<file path="src/rtl/svm_pkg.sv">
// svm_pkg: shared default widths and block count for the SVM scoring path.
package svm_pkg;
   localparam int DEF_SW_W   = 11;
   localparam int DEF_PSUM_W = 24;
   localparam int DEF_ACC_W  = 32;
   localparam int DEF_N_BLK  = 105;
   function automatic int cnt_w(input int n);
      return (n > 1) ? $clog2(n) : 1;
   endfunction
endpackage

</file>
<file path="src/rtl/svm_score_if.sv">
// svm_score_if: partial-sum beat input and window result output handshakes.
interface svm_score_if
   import svm_pkg::*;
#(
   parameter int SW_W   = DEF_SW_W,
   parameter int PSUM_W = DEF_PSUM_W,
   parameter int ACC_W  = DEF_ACC_W
) ();
   logic                     i_valid;
   logic                     i_ready;
   logic signed [PSUM_W-1:0] i_psum;
   logic        [SW_W-1:0]   i_sw_id;
   logic                     i_last;
   logic                     o_valid;
   logic                     o_ready;
   logic signed [ACC_W-1:0]  o_score;
   logic                     o_detect;
   logic        [SW_W-1:0]   o_sw_id;
   logic                     o_err;
   modport master (
      output i_valid, i_psum, i_sw_id, i_last, o_ready,
      input  i_ready, o_valid, o_score, o_detect, o_sw_id, o_err
   );
   modport slave (
      input  i_valid, i_psum, i_sw_id, i_last, o_ready,
      output i_ready, o_valid, o_score, o_detect, o_sw_id, o_err
   );
endinterface

</file>
<file path="src/rtl/svm_score_sat_add.sv">
// sat_add: signed adder that clamps to the W-bit range instead of wrapping.
module sat_add #(
   parameter int W = 32
) (
   input  logic signed [W-1:0] i_a,
   input  logic signed [W-1:0] i_b,
   output logic signed [W-1:0] o_sum
);
   logic [W:0] w_sum;
   assign w_sum = {i_a[W-1], i_a} + {i_b[W-1], i_b};
   assign o_sum = (w_sum[W] != w_sum[W-1])
                ? (w_sum[W] ? {1'b1, {(W-1){1'b0}}} : {1'b0, {(W-1){1'b1}}})
                : w_sum[W-1:0];
endmodule

</file>
<file path="src/rtl/svm_score.sv">
// svm_score: accumulates per-block partial sums into a window score, adds bias and thresholds it.
module svm_score
   import svm_pkg::*;
#(
   parameter int SW_W   = DEF_SW_W,
   parameter int PSUM_W = DEF_PSUM_W,
   parameter int ACC_W  = DEF_ACC_W,
   parameter int N_BLK  = DEF_N_BLK
) (
   input  logic                    clk,
   input  logic                    rst,
   input  logic signed [ACC_W-1:0] cfg_bias,
   input  logic signed [ACC_W-1:0] cfg_thresh,
   svm_score_if.slave              bus
);
   localparam int CNT_W = cnt_w(N_BLK);
   logic signed [ACC_W-1:0] r_acc, r_score;
   logic        [CNT_W-1:0] r_blk_cnt;
   logic                    r_valid, r_detect, r_err;
   logic        [SW_W-1:0]  r_sw_id;
   logic signed [ACC_W-1:0] w_psum_ext, w_acc_base, w_acc_next, w_score;
   logic                    w_fire, w_full, w_close;
   assign w_psum_ext = ACC_W'(bus.i_psum);
   assign w_acc_base = (r_blk_cnt == '0) ? '0 : r_acc;
   assign w_fire     = bus.i_valid & bus.i_ready;
   assign w_full     = r_blk_cnt == CNT_W'(N_BLK - 1);
   assign w_close    = w_fire & (bus.i_last | w_full);
   sat_add #(.W(ACC_W)) u_acc (.i_a(w_acc_base), .i_b(w_psum_ext), .o_sum(w_acc_next));
   sat_add #(.W(ACC_W)) u_bias (.i_a(w_acc_next), .i_b(cfg_bias), .o_sum(w_score));
   always_ff @(posedge clk) begin
      if (!rst) begin
         r_acc     <= '0;
         r_blk_cnt <= '0;
         r_valid   <= 1'b0;
         r_score   <= '0;
         r_detect  <= 1'b0;
         r_sw_id   <= '0;
         r_err     <= 1'b0;
      end else begin
         if (w_fire) begin
            r_acc     <= w_close ? '0 : w_acc_next;
            r_blk_cnt <= w_close ? '0 : r_blk_cnt + CNT_W'(1);
         end
         if (w_close) begin
            r_valid  <= 1'b1;
            r_score  <= w_score;
            r_detect <= w_score > cfg_thresh;
            r_sw_id  <= bus.i_sw_id;
            r_err    <= bus.i_last != w_full;
         end else if (bus.o_ready) begin
            r_valid  <= 1'b0;
         end
      end
   end
   assign bus.i_ready  = ~r_valid | bus.o_ready;
   assign bus.o_valid  = r_valid;
   assign bus.o_score  = r_score;
   assign bus.o_detect = r_detect;
   assign bus.o_sw_id  = r_sw_id;
   assign bus.o_err    = r_err;
endmodule

</file>
<file path="src/flat_wrapper.sv">
// flat-port wrapper written by rule: the top's interface ports become plain ports
module svm_score_flat import svm_pkg::*;
#(
   parameter int SW_W   = DEF_SW_W,
   parameter int PSUM_W = DEF_PSUM_W,
   parameter int ACC_W  = DEF_ACC_W,
   parameter int N_BLK  = DEF_N_BLK
)
  (clk, rst, cfg_bias, cfg_thresh, bus_i_valid, bus_i_psum, bus_i_sw_id, bus_i_last, bus_o_ready, bus_i_ready, bus_o_valid, bus_o_score, bus_o_detect, bus_o_sw_id, bus_o_err);
  svm_score_if #(.SW_W(SW_W), .PSUM_W(PSUM_W), .ACC_W(ACC_W)) bus_i ();
  input  logic clk;
  input  logic rst;
  input  logic signed [ACC_W-1:0] cfg_bias;
  input  logic signed [ACC_W-1:0] cfg_thresh;
  input wire logic [$bits(bus_i.i_valid)-1:0] bus_i_valid;
  input wire logic [$bits(bus_i.i_psum)-1:0] bus_i_psum;
  input wire logic [$bits(bus_i.i_sw_id)-1:0] bus_i_sw_id;
  input wire logic [$bits(bus_i.i_last)-1:0] bus_i_last;
  input wire logic [$bits(bus_i.o_ready)-1:0] bus_o_ready;
  output wire logic [$bits(bus_i.i_ready)-1:0] bus_i_ready;
  output wire logic [$bits(bus_i.o_valid)-1:0] bus_o_valid;
  output wire logic [$bits(bus_i.o_score)-1:0] bus_o_score;
  output wire logic [$bits(bus_i.o_detect)-1:0] bus_o_detect;
  output wire logic [$bits(bus_i.o_sw_id)-1:0] bus_o_sw_id;
  output wire logic [$bits(bus_i.o_err)-1:0] bus_o_err;
  assign bus_i.i_valid = bus_i_valid;
  assign bus_i.i_psum = bus_i_psum;
  assign bus_i.i_sw_id = bus_i_sw_id;
  assign bus_i.i_last = bus_i_last;
  assign bus_i.o_ready = bus_o_ready;
  assign bus_i_ready = bus_i.i_ready;
  assign bus_o_valid = bus_i.o_valid;
  assign bus_o_score = bus_i.o_score;
  assign bus_o_detect = bus_i.o_detect;
  assign bus_o_sw_id = bus_i.o_sw_id;
  assign bus_o_err = bus_i.o_err;
  svm_score #(.SW_W(SW_W), .PSUM_W(PSUM_W), .ACC_W(ACC_W), .N_BLK(N_BLK)) u_core (.clk(clk), .rst(rst), .cfg_bias(cfg_bias), .cfg_thresh(cfg_thresh), .bus(bus_i));
endmodule
</file>
<file path="config.mk">
export PLATFORM = sky130hd
export DESIGN_NAME = svm_score_flat
export DESIGN_NICKNAME = d
export VERILOG_FILES = /design/src/rtl/svm_pkg.sv /design/src/rtl/svm_score_if.sv /design/src/rtl/svm_score_sat_add.sv /design/src/rtl/svm_score.sv /design/src/flat_wrapper.sv
export SDC_FILE = /design/constraint.sdc
export NUM_CORES = 1
export LEC_CHECK = 0
export BUFFER_PORTS_ARGS = -buffer_cell sky130_fd_sc_hd__buf_2
export CORE_MARGIN = 2
export CORE_UTILIZATION = 29
export CTS_CLUSTER_SIZE = 10
export DETAILED_ROUTE_END_ITERATION = 7
export HOLD_SLACK_MARGIN = 0.02
export SYNTH_ARGS = -nofsm -noshare
export SYNTH_HDL_FRONTEND = slang
export SYNTH_SLANG_ARGS = --single-unit
</file>
<file path="constraint.sdc">
create_clock -name clk -period 13.6 [get_ports clk]
set_clock_uncertainty 0.1 [all_clocks]
set_input_delay 2.72 -clock clk [delete_from_list [all_inputs] [get_ports clk]]
set_output_delay 2.72 -clock clk [all_outputs]
set_load 0.02 [all_outputs]
</file>
== Yosys cells after proc, flatten, opt, wreduce, memory -nomap -nowiden ==
Cells that the tools add are included.
Word-level totals
  register bits: 85
Cells by class
  bitwise logic cells: 5
  reductions and logical operators: 2
  mux-type cells: 9
  equality and inequality tests: 4
  order comparisons: 1
  $add $sub $neg: 3
Operator list (number)
  two-way mux 32 bit: 6
  adder 32 x 24 -> 33 bit: 1
  adder 32 x 32 -> 33 bit: 1
  greater-than comparator 32 bit: 1
  adder 7 x 1 -> 7 bit, second input constant: 1
  equality test 7 bit, second input constant: 1
  logical NOT 7 bit: 1
  two-way mux 7 bit: 1
  != test 1 bit: 3
  bitwise AND 1 bit: 2
  two-way mux 1 bit: 2
  bitwise OR 1 bit: 2
  nonzero test 2 bit: 1
  inverter 1 bit: 1

== Depth between registers and ports, before layout ==
Gate-level depths: netlist of the first run.
  depth in word-level cells: 9
  gate-level depth with buffers: 48

== Modules after synthesis ==
From an unflattened synthesis of the first run, not the netlist that was laid out.
Second synthesis, totals
  cells, all modules: 1061
  area total of the unflattened synthesis: 8410.6 sq um
Modules (own cells, without submodules)
  sat_add: seq. area each 0.0 sq um, times used 2, area each 2249.7 sq um, cells an instance 312
  svm_score: seq. area each 1701.6 sq um, times used 1, area each 3911.3 sq um, cells an instance 437

== Least setup slack after synthesis of the first run ==
No wires, ideal clock.
  kind: input-to-reg
  start: in bus_i_psum[8]
  end: reg u_core.r_detect (netlist: u_core.bus.o_detect)
  stages on the path: 40
  required time: 13.372 ns
  data arrival time: 10.655 ns
  setup slack: 2.717 ns
  cell sequence: ha_1 > and4_1 > nand2_1 > nor4b_1 > nor2_1 > nor4_1 > o211ai_1 > a21oi_1 > a21o_1 > a21oi_1 > xnor2_1 > ha_1 > clkbuf_1 > clkbuf_1 > o21ai_0 > ha_1 > and3_4 > a221oi_2 > [... 4 more ...] > a221oi_2 > o221ai_1 > a21oi_2 > xnor2_1 > ha_1 > nand2b_1 > buf_2 > o21ai_0 > ha_1 > a21o_1 > a21o_1 > a21o_1 > a21o_1 > a21o_1 > a211oi_1 > o21ai_0 > a2111oi_0 > o31ai_1
Between the ends
  longest elaborated chain between the ends: 7
  elaborated cells between the ends (all ways): 9
  those cells by class: add/sub: 2; order compare: 1; eq/ne: 2; mux: 4
Ends and longest elaborated chain
  start: declaration: RTL line flat_wrapper.sv:16  | input wire logic [$bits(bus_i.i_psum)-1:0] bus_i_psum;
  adder 32 x 24 -> 33 bit (*): RTL line svm_score_sat_add.sv:10  | assign w_sum = {i_a[W-1], i_a} + {i_b[W-1], i_b};
  two-way mux 32 bit or != test 1 bit (tied branches): RTL line svm_score_sat_add.sv:12, svm_score_sat_add.sv:11
  two-way mux 32 bit (*): RTL line svm_score_sat_add.sv:12  | ? (w_sum[W] ? {1'b1, {(W-1){1'b0}}} : {1'b0, {(W-1){1'b1}}})
  adder 32 x 32 -> 33 bit (*): RTL line svm_score_sat_add.sv:10
  two-way mux 32 bit or != test 1 bit (tied branches): RTL line svm_score_sat_add.sv:12, svm_score_sat_add.sv:11
  two-way mux 32 bit (*): RTL line svm_score_sat_add.sv:12
  via u_core.u_bias.o_sum[9]: RTL line svm_score_sat_add.sv:7  | output logic signed [W-1:0] o_sum
  greater-than comparator 32 bit (*): RTL line svm_score.sv:47  | r_detect <= w_score > cfg_thresh;
  end signal: assignment: RTL line svm_score.sv:47
  end: declaration: RTL line svm_score.sv:19  | logic r_valid, r_detect, r_err;
Mark *: on every way through the listed nets, which the timed path passes. The rest lies on a longest branch.
A chain may end at the register's enable or synchronous reset.

== Worst setup path in the final report of the first run ==
Same ends and word-level chain as after synthesis.

==> results of run 1 <==
layout by cell type, fill, tap and decap left out, types with 3 or more instances in the layout:
master	count
a21boi_0	6
o21ai_1	4
buf_4	7
or3_1	4
o31ai_1	6
nor3_1	13
nor2b_1	10
a211oi_1	8
o31a_1	4
nor2_1	46
o21a_1	9
clkbuf_16	9
nand2b_1	22
a21o_1	46
and2_1	36
or2_2	3
a21oi_1	56
nand4_1	17
o221ai_1	3
a22o_1	50
nand3_1	13
dfxtp_1	85
a31oi_1	10
buf_2	150
o21bai_1	8
xor2_1	29
ha_1	103
inv_1	59
nand2_1	59
o21ai_0	90
xnor2_1	38
a221o_1	11
a41oi_1	3
a211o_1	11
a21bo_2	3
and3_1	6
flip-flops by register name, indices dropped and copies added (netlist names):
name                 cells
u_core.bus.o_score      32
u_core.r_acc            32
u_core.bus.o_sw_id      11
u_core.r_blk_cnt         7
u_core.bus.o_detect      1
u_core.bus.o_err         1
u_core.bus.o_valid       1
per-stage QoR:
| step | std cells | instance area (µm²) | hold WS [ps] |
|---|---|---|---|
| 4_1_cts | 1407 | 8944 | 357.3 |
| 2_1_floorplan | 939 | 7590 | 324.9 |
| 5_1_grt | 1408 | 8946 | 387.8 |
| 6_report | 1408 | 8946 | 353.0 |
| 3_5_place_dp | 1392 | 8661 | 342.3 |
| 3_3_place_gp | 1392 | 8661 | 335.5 |
power by group:
group | total, mW | internal [mW] | switching (mW)
Sequential | 0.293 | 0.278 | 0.0152
Clock | 0.248 | 0.141 | 0.107
Combinational | 0.686 | 0.276 | 0.411
how the worst max path moves through the flow:
stage                   from                   to  cells past startpoint
6_report       bus_i_psum[8]  u_core.bus.o_detect                     40
5_1_grt        bus_i_psum[8]  u_core.bus.o_detect                     40
4_1_cts        bus_i_psum[8]  u_core.bus.o_detect                     40
3_5_place_dp   bus_i_psum[8]  u_core.bus.o_detect                     40
2_1_floorplan  bus_i_psum[8]  u_core.bus.o_detect                     40
3_3_place_gp   bus_i_psum[8]  u_core.bus.o_detect                     40
routing by layer:
| metal | up-vias | part of all wire | GRT usage |
|---|---|---|---|
| met3 | 28 | 0.052 | 0.02955 |
| met1 | 3269 | 0.48 | 0.2309 |
| met4 | 2 | 0.024 | 0.05936 |
| met2 | 231 | 0.45 | 0.2632 |
| li1 | 3700 | - | - |
| met5 | - | 0.00056 | 0 |
cell type report:
type,instances,area (µm²)
fillers,2751,16970
multi-input cells,756,5515
flip-flops and latches,85,1702
repair buffers,157,803.3
well taps,335,419.2
clock buffers,11,232.7
inverters,59,221.5
clock inverters,4,50.05
diodes,1,2.502
cells by family (layout without fill, tap and decap cells):
family          Yosys count  in the layout  synth area share
compound gates          346            346            0.3139
flops                    85             85            0.2242
fa+ha+maj               105            105            0.1751
simple gates            237            237            0.1581
mux                       1              1          0.001319
other cells               0              1                 0
buf+inv                  98            231           0.05011
xor+xnor                 67             67           0.07732
==> flow_summary.toml, run 1 <==
[floorplanning]
fp.dieH_um = 165.8
io_pins = 151
die_x_um = 165.8
std_cell_rows = 59
die-area_mm2 = 0.02748
coreArea_mm2 = 0.02591
start_util = 0.2929

[synthesis]
yosysMostFrequentCell = "ha_1"
ys_types = 61
avgSynthCellArea_um2 = 8.083
syn_area_mm2 = 0.007590
synth_ff_type = "dfxtp_1"
async_flop_share = 0
synth.area.top_cells = "dfxtp_1 22%, ha_1 17%, o21ai_0 5.9%, a22o_1 5.8%, a21o_1 4.5%"
ys_seq_area_frac = 0.2242
synthCells = 939
yosysTopAreaCell = "dfxtp_1"
ys_ff_latch = 85
yosysWarnings = 0
synth_common_cells = "103 x ha_1, 90 x o21ai_0, 85 x dfxtp_1"
syn_nets = 1148
synth.top_cell.area_share = 0.2242
synth_edf_count = 0

[critical_path]
reg2reg_depth = 44
crit_top_cell = "a21o_1"
crit_family = "compound AO/OA/AOI/OAI gates"
cp_slowest_cell = "o41ai_1"
worst-path-max-fanout = 31
cp-end-kind = "register"
required_ps = 13720
worstSetupPathType = "in2reg"
rr_startpoint = "u_core.r_blk_cnt[0]"
reg2reg_to = "u_core.bus.o_detect"
max_stage_delay_ps = 510
reg2reg_slack_ps = 2620
worstPathArrival_ps = 12480
cp-start-kind = "input port"
cp_num_buf_inv = 2

[route]
wl_per_cell_um = 16.54
detail_route.drc_violations = 0
avgViaCountPerCell = 5.135
final_antenna_net_count = 0
vias = 7230
drtIter0Drc = 563
drt-total-wl_um = 23290
first_pass_iters = 5

[clocking]
clock-sinks = 85
cts_max_level = 3
numCtsBuffers = 9
cts_setup_buffers = 0
clk-insertion-delay-late_ps = 350
cts-root-buf = "clkbuf_16"
clk_pin_slew_ps = 60
hold_buffers = 0
cts_tree = "built"
post_cts_resized = 0
clockBufferDepth = 2

[placed_design]
place_congestion = 0.8704
dp_hpwl_um = 18940
preCtsSetupSlack_ps = 927.7
numPortBuffers = 150

[global_routing]
antenna_found_initial = 2
grt_usage = 0.1676
grt_overflow_total = 0
grt_max_degree = 46
grt_pass1_vias = 6965
grt_pass1_wl_um = 37370

[timing]
maxSlewHeadroom = 0.2096
worst_slack_ps = 1247
fmax_mhz = 80.95
final-hold-violation-count = 0
rsz0062_at_grt = "false"
maxSlewViolCount = 0
setup-violations-final = 0
worst_pin_slew_ps = 1181
period_needed_ps = 12350
setup_tns_ps = 0
fin_crit_sh = 0.9083

[min_path]
hp-class = "reg2reg"
holdPathStages = 1
hp-start = "u_core.r_acc[25]"
worstHoldEndpoint = "u_core.r_acc[25]"

[layout]
fin_nets = 1277
syn_to_final_growth_pct = 17.87
utilization = 0.3453
layout-drive-gt1-share = 0.1735

[pwr]
leakage_nw = 4.420
ir_drop_mv = 0.07308
power_mw = 1.228
p_per_area_mw_per_mm2 = 137.2

[run]
drv_cap = 0

[status]
status = "finished, final reports clean"
(Power assumes the default switching activity.)
==> run 2: changes to the inputs <==
--- a/config.mk
+++ b/config.mk
@@ -5,6 +5,7 @@
 export SDC_FILE = /design/constraint.sdc
 export NUM_CORES = 1
 export LEC_CHECK = 0
+export ABC_AREA = 1
 export BUFFER_PORTS_ARGS = -buffer_cell sky130_fd_sc_hd__buf_2
 export CORE_MARGIN = 2
 export CORE_UTILIZATION = 29
==> run 2 against run 1 <==
  * Clock power about the same
  * Highest routed layer is now met4
  * Sequential cell count did not move
  * Setup slack gained 1600 ps
  * Area after synthesis rose by 23%
==> flow_summary.toml, run 2 <==
[synthesis]
yosysTopAreaCell = "nand2_1"
synth_edf_count = 0
synth.area.top_cells = "nand2_1 23%, dfxtp_1 18%, inv_1 14%, ha_1 14%, nand3_1 8.5%"
ys_seq_area_frac = 0.1817
syn_nets = 1889
avgSynthCellArea_um2 = 5.575
synth_ff_type = "dfxtp_1"
synth_common_cells = "583 x nand2_1, 346 x inv_1, 160 x nand3_1"
yosysMostFrequentCell = "nand2_1"
syn_area_mm2 = 0.009366
async_flop_share = 0
synthCells = 1680
ys_types = 38
yosysWarnings = 0
ys_ff_latch = 85
synth.top_cell.area_share = 0.2336

[critical_path]
cp-start-kind = "input port"
crit_top_cell = "nand2_1"
cp_num_buf_inv = 7
worstSetupPathType = "in2reg"
worstPathArrival_ps = 10900
required_ps = 13790
crit_family = "simple AND/OR/NAND/NOR gates"
worst-path-max-fanout = 62
cp_slowest_cell = "nand3_2"
cp-end-kind = "register"
max_stage_delay_ps = 930

[clocking]
clk-insertion-delay-late_ps = 360
cts_tree = "built"
clockBufferDepth = 2
numCtsBuffers = 9
clk_pin_slew_ps = 70
post_cts_resized = 0
cts-root-buf = "clkbuf_16"
cts_max_level = 3
hold_buffers = 0
clock-sinks = 85
cts_setup_buffers = 0

[timing]
final-hold-violation-count = 0
rsz0062_at_grt = "false"
whs_ps = 351.2
period_needed_ps = 10710
setup_tns_ps = 0
setup-violations-final = 0
fmax_mhz = 93.37
maxSlewHeadroom = 0.1686
fin_crit_sh = 0.7875
worst_pin_slew_ps = 1246
maxSlewViolCount = 0

[global_routing]
antenna_found_initial = 0
grt_max_degree = 63
grt_overflow_total = 0
grt_pass1_vias = 9573
grt_usage = 0.1842
grt_pass1_wl_um = 49300

[placed_design]
place_congestion = 0.9768
numPortBuffers = 150
dp_hpwl_um = 25500

[pwr]
pwr-share-clk = 0.191
p_seq_frac = 0.226
p_sw_frac = 0.4893
p_comb_frac = 0.583
ir_drop_mv = 0.06666
p_per_area_mw_per_mm2 = 120.2
power_switching_mw = 0.6320
p_int_mw = 0.6596
leakage_nw = 6.536

[route]
wl_per_cell_um = 13.96
drtIter0Drc = 664
vias = 10360
drt-total-wl_um = 30910
avgViaCountPerCell = 4.678
final_antenna_net_count = 0
detail_route.drc_violations = 0
first_pass_iters = 5

[run]
drv_cap = 0

[floorplanning]
fp.dieH_um = 183.7
std_cell_rows = 65
io_pins = 151
die_x_um = 183.7
die-area_mm2 = 0.03375
coreArea_mm2 = 0.03172
start_util = 0.2953

[layout]
fin_nets = 2016
layout_common_cells = "583 x nand2_1, 346 x inv_1, 160 x nand3_1, 150 x buf_2, 127 x a21oi_1"
layout-drive-gt1-share = 0.1082
mostFrequentLayoutCell = "nand2_1"
num_antenna_cells = 0
syn_to_final_growth_pct = 14.75

[min_path]
hp-class = "reg2reg"

[status]
status = "finished, final reports clean"
run 2: cell count changes after synthesis, sizes merged, moves of 29 or more:
cell / before / now
a21oi: 57 / 127
xor2: 29 / 0
a21o: 46 / 7
xnor2: 38 / 2
o21ai: 94 / 54
a22o: 50 / 12
and2: 36 / 4
nand3: 13 / 162
inv: 59 / 350
nor2: 46 / 102
nand2: 59 / 586
run 2: area by class of cell:
cell class / count / area (µm²)
Sequential cell: 85 / 1702
Clock buffer: 10 / 239.0
Clock inverter: 6 / 45.04
Fill cell: 3688 / 20970
Tap cell: 402 / 503.0
Multi-Input combinational cell: 1204 / 6150
Timing Repair Buffer: 155 / 788.3
Inverter: 352 / 1321
run 2: cell families (layout without fill, tap and decap cells):
logic type,after synthesis,in the layout,synth area share
adder cells (fa/ha/maj),105,105,0.1419
XOR/XNOR,2,2,0.001870
flip-flops,85,85,0.1817
AO/OA/AOI/OAI,208,208,0.1204
AND/OR/NAND/NOR,889,889,0.3922
buffers and inverters,391,523,0.1620
run 2: path summary, 6_finish.rpt:
kind / cells past startpoint / end / slack, ps / startpoint
worst min register to register: 2 / u_core.bus.o_score[14] / 350 / u_core.bus.o_score[14]
worst max-delay path: 45 / u_core.bus.o_detect / 2890 / bus_i_psum[10]
worst max register to register: 50 / u_core.bus.o_detect / 4140 / u_core.r_blk_cnt[0]
worst min-delay path: 2 / u_core.bus.o_score[14] / 350 / u_core.bus.o_score[14]
run 2: worst min-delay path, delay by kind of cell (launching register included):
| family | cells | cell delay (ps) |
|---|---|---|
| DFF | 1 | 310 |
| and+or+nand+nor | 2 | 100 |
run 2: power groups by stage:
| stage | Combinational [mW] | Sequential [mW] | Clock, mW |
|---|---|---|---|
| after CTS | 0.753 | 0.291 | 0.256 |
| after global routing | 0.870 | 0.294 | 0.266 |
| after global placement | 0.734 | 0.297 | 0 |
| after floorplan | 0.531 | 0.320 | 0 |
| final | 0.753 | 0.291 | 0.247 |
| after detailed placement | 0.750 | 0.297 | 0 |
run 2: per-stage QoR:
step	std cells	setup WS (ps)	area, µm²	total power [mW]	utilization
floorplan	1680	4937	9366	0.8511	-
global placement	2198	2729	10460	1.031	0.3299
detailed placement	2198	2707	10460	1.047	0.3299
CTS	2214	3063	10750	1.300	0.3389
global route	2214	1901	10750	1.430	0.3389
finish	2214	2890	10750	1.292	0.3389
run 2: per-layer routing:
layer / vias up / routed length [µm] / global-route usage
li1: 5489 / - / -
met1: 4551 / 14610 / 0.2453
met2: 275 / 14210 / 0.3147
met3: 41 / 1462 / 0.01981
met4: 0 / 632 / 0.05056
met5: - / 0 / 0
==> run 3: changes to the inputs <==
==> constraint.sdc (replaced) <==
create_clock -name clk -period 10.65 [get_ports clk]
set_clock_uncertainty 0.1 [all_clocks]
set_input_delay 2.13 -clock clk [delete_from_list [all_inputs] [get_ports clk]]
set_output_delay 2.13 -clock clk [all_outputs]
set_load 0.02 [all_outputs]
==> run 3 against run 2 <==
  * Setup slack got worse by 1700 ps
  * Critical endpoint unchanged
  * Critical path depth unchanged
  * Die area is the same
  * Core utilization grew 0.12 points
  * Clock power rose by 28%
  * Wire length is 1.3% lower
  * Sequential power increased by 28%
==> flow_summary.toml, run 3 (same netlist as run 2, synthesis figures left out) <==
[status]
status = "finished, final reports clean"

[route]
drtIter0Drc = 551
drt-total-wl_um = 30510
detail_route.drc_violations = 0
avgViaCountPerCell = 4.643
first_pass_iters = 5
wl_per_cell_um = 13.75
final_antenna_net_count = 0
vias = 10300

[pwr]
leakage_nw = 6.566
p_per_area_mw_per_mm2 = 153.0
ir_drop_mv = 0.08805

[layout]
fill_cells = 3616
ff_latch_area_mm2 = 0.001702
multi_input_area_mm2 = 0.006150
mostFrequentLayoutCell = "nand2_1"
fin_nets = 2021
num_antenna_cells = 0
layout-drive-gt1-share = 0.1106
layout_common_cells = "583 x nand2_1, 346 x inv_1, 160 x nand3_1, 150 x buf_2, 127 x a21oi_1"
syn_to_final_growth_pct = 15.15

[critical_path]
cp-end-kind = "register"
worst-path-max-fanout = 32
cp_slowest_cell = "ha_1"
crit_family = "simple AND/OR/NAND/NOR gates"
reg2reg_depth = 50
crit_top_cell = "nand2_1"
max_stage_delay_ps = 540
rr_startpoint = "u_core.r_blk_cnt[0]"
crit_path_start = "bus_i_psum[10]"
reg2reg_slack_ps = 1850
required_ps = 10800
cp_num_buf_inv = 10
path_depth = 45
worstPathArrival_ps = 9610
worstSetupPathType = "in2reg"
reg2reg_to = "u_core.bus.o_detect"
cp-start-kind = "input port"
cp-endpoint = "u_core.bus.o_detect"

[clocking]
post_cts_resized = 0
numCtsBuffers = 9
cts_setup_buffers = 0
cts_tree = "built"
clockBufferDepth = 2
clk_pin_slew_ps = 70
clk-insertion-delay-late_ps = 360
cts-root-buf = "clkbuf_16"
hold_buffers = 0
clock-sinks = 85
cts_max_level = 3

[floorplanning]
die_x_um = 183.7
coreArea_mm2 = 0.03172
std_cell_rows = 65
start_util = 0.2953
fp.dieH_um = 183.7
die-area_mm2 = 0.03375
io_pins = 151

[timing]
period_needed_ps = 9459
final-hold-violation-count = 0
worst_pin_slew_ps = 1053
whs_ps = 350.9
fmax_mhz = 105.7
setup_tns_ps = 0
setup-violations-final = 0
rsz0062_at_grt = "false"
maxSlewViolCount = 0
fin_crit_sh = 0.8881
maxSlewHeadroom = 0.2975

[global_routing]
antenna_found_initial = 0
grt_pass1_wl_um = 48890
grt_max_degree = 63
grt_usage = 0.1819
grt_overflow_total = 0
grt_pass1_vias = 9542

[run]
drv_cap = 0

[placed_design]
dp_hpwl_um = 25400
place_congestion = 0.9812
numPortBuffers = 150

[min_path]
hp-class = "reg2reg"
[run 3: changes by cell type in the layout (fill, tap and decap cells not counted), sizes merged]
| cell | before | now |
|---|---|---|
| inv | 352 | 353 |
| clkinv | 3 | 5 |
| buf | 155 | 160 |
| clkinvlp | 3 | 1 |
| clkbuf | 10 | 9 |
[run 3: worst min-delay path: cells and delay by family (launching register included)]
family,cells,cell delay (ps)
flops,1,310
simple gates,2,100
[run 3: per-stage QoR]
stage / setup WS (ps) / std cells / instance area, µm² / util / power [mW]
after floorplan: 2577 / 1680 / 9366 / - / 1.087
after global placement: 1029 / 2203 / 10500 / 0.3311 / 1.328
after detailed placement: 895.4 / 2203 / 10500 / 0.3311 / 1.343
after CTS: 1278 / 2219 / 10790 / 0.3400 / 1.667
after global routing: 390.6 / 2219 / 10790 / 0.3400 / 1.830
final: 1191 / 2219 / 10790 / 0.3400 / 1.651
[run 3: how the worst min path moves through the flow]
stage	from	endpoint	slack, ps	cells after the start
3_5_place_dp	u_core.bus.o_score[2]	u_core.bus.o_score[2]	340	2
2_1_floorplan	u_core.r_acc[0]	u_core.r_acc[0]	350	2
5_1_grt	u_core.bus.o_score[16]	u_core.bus.o_score[16]	370	2
3_3_place_gp	u_core.bus.o_score[7]	u_core.bus.o_score[7]	330	2
4_1_cts	u_core.bus.o_score[6]	u_core.bus.o_score[6]	360	2
6_report	u_core.bus.o_score[1]	u_core.bus.o_score[1]	350	2
[run 3: cell type report]
class	instances	share of cell area
multi-input cells	1204	0.5702
flip-flops and latches	85	0.1578
inverters	352	0.1225
repair buffers	160	0.07657
well taps	402	0.04664
clock buffers	9	0.02088
clock inverters	7	0.005452
[run 3: where the power goes]
group          leakage (nW)  internal, mW  switching [mW]
clock network         0.138         0.162           0.154
registers             0.694         0.353          0.0194
logic                  5.73         0.330           0.632
total                  6.57         0.845           0.806
[run 3: per-layer routing]
layer	GRT usage	vias to the layer above	routed length (µm)
met5	0	-	0
met4	0.05600	0	612
met3	0.02496	29	1495
met2	0.3109	261	14030
met1	0.2367	4528	14370
li1	-	5485	-
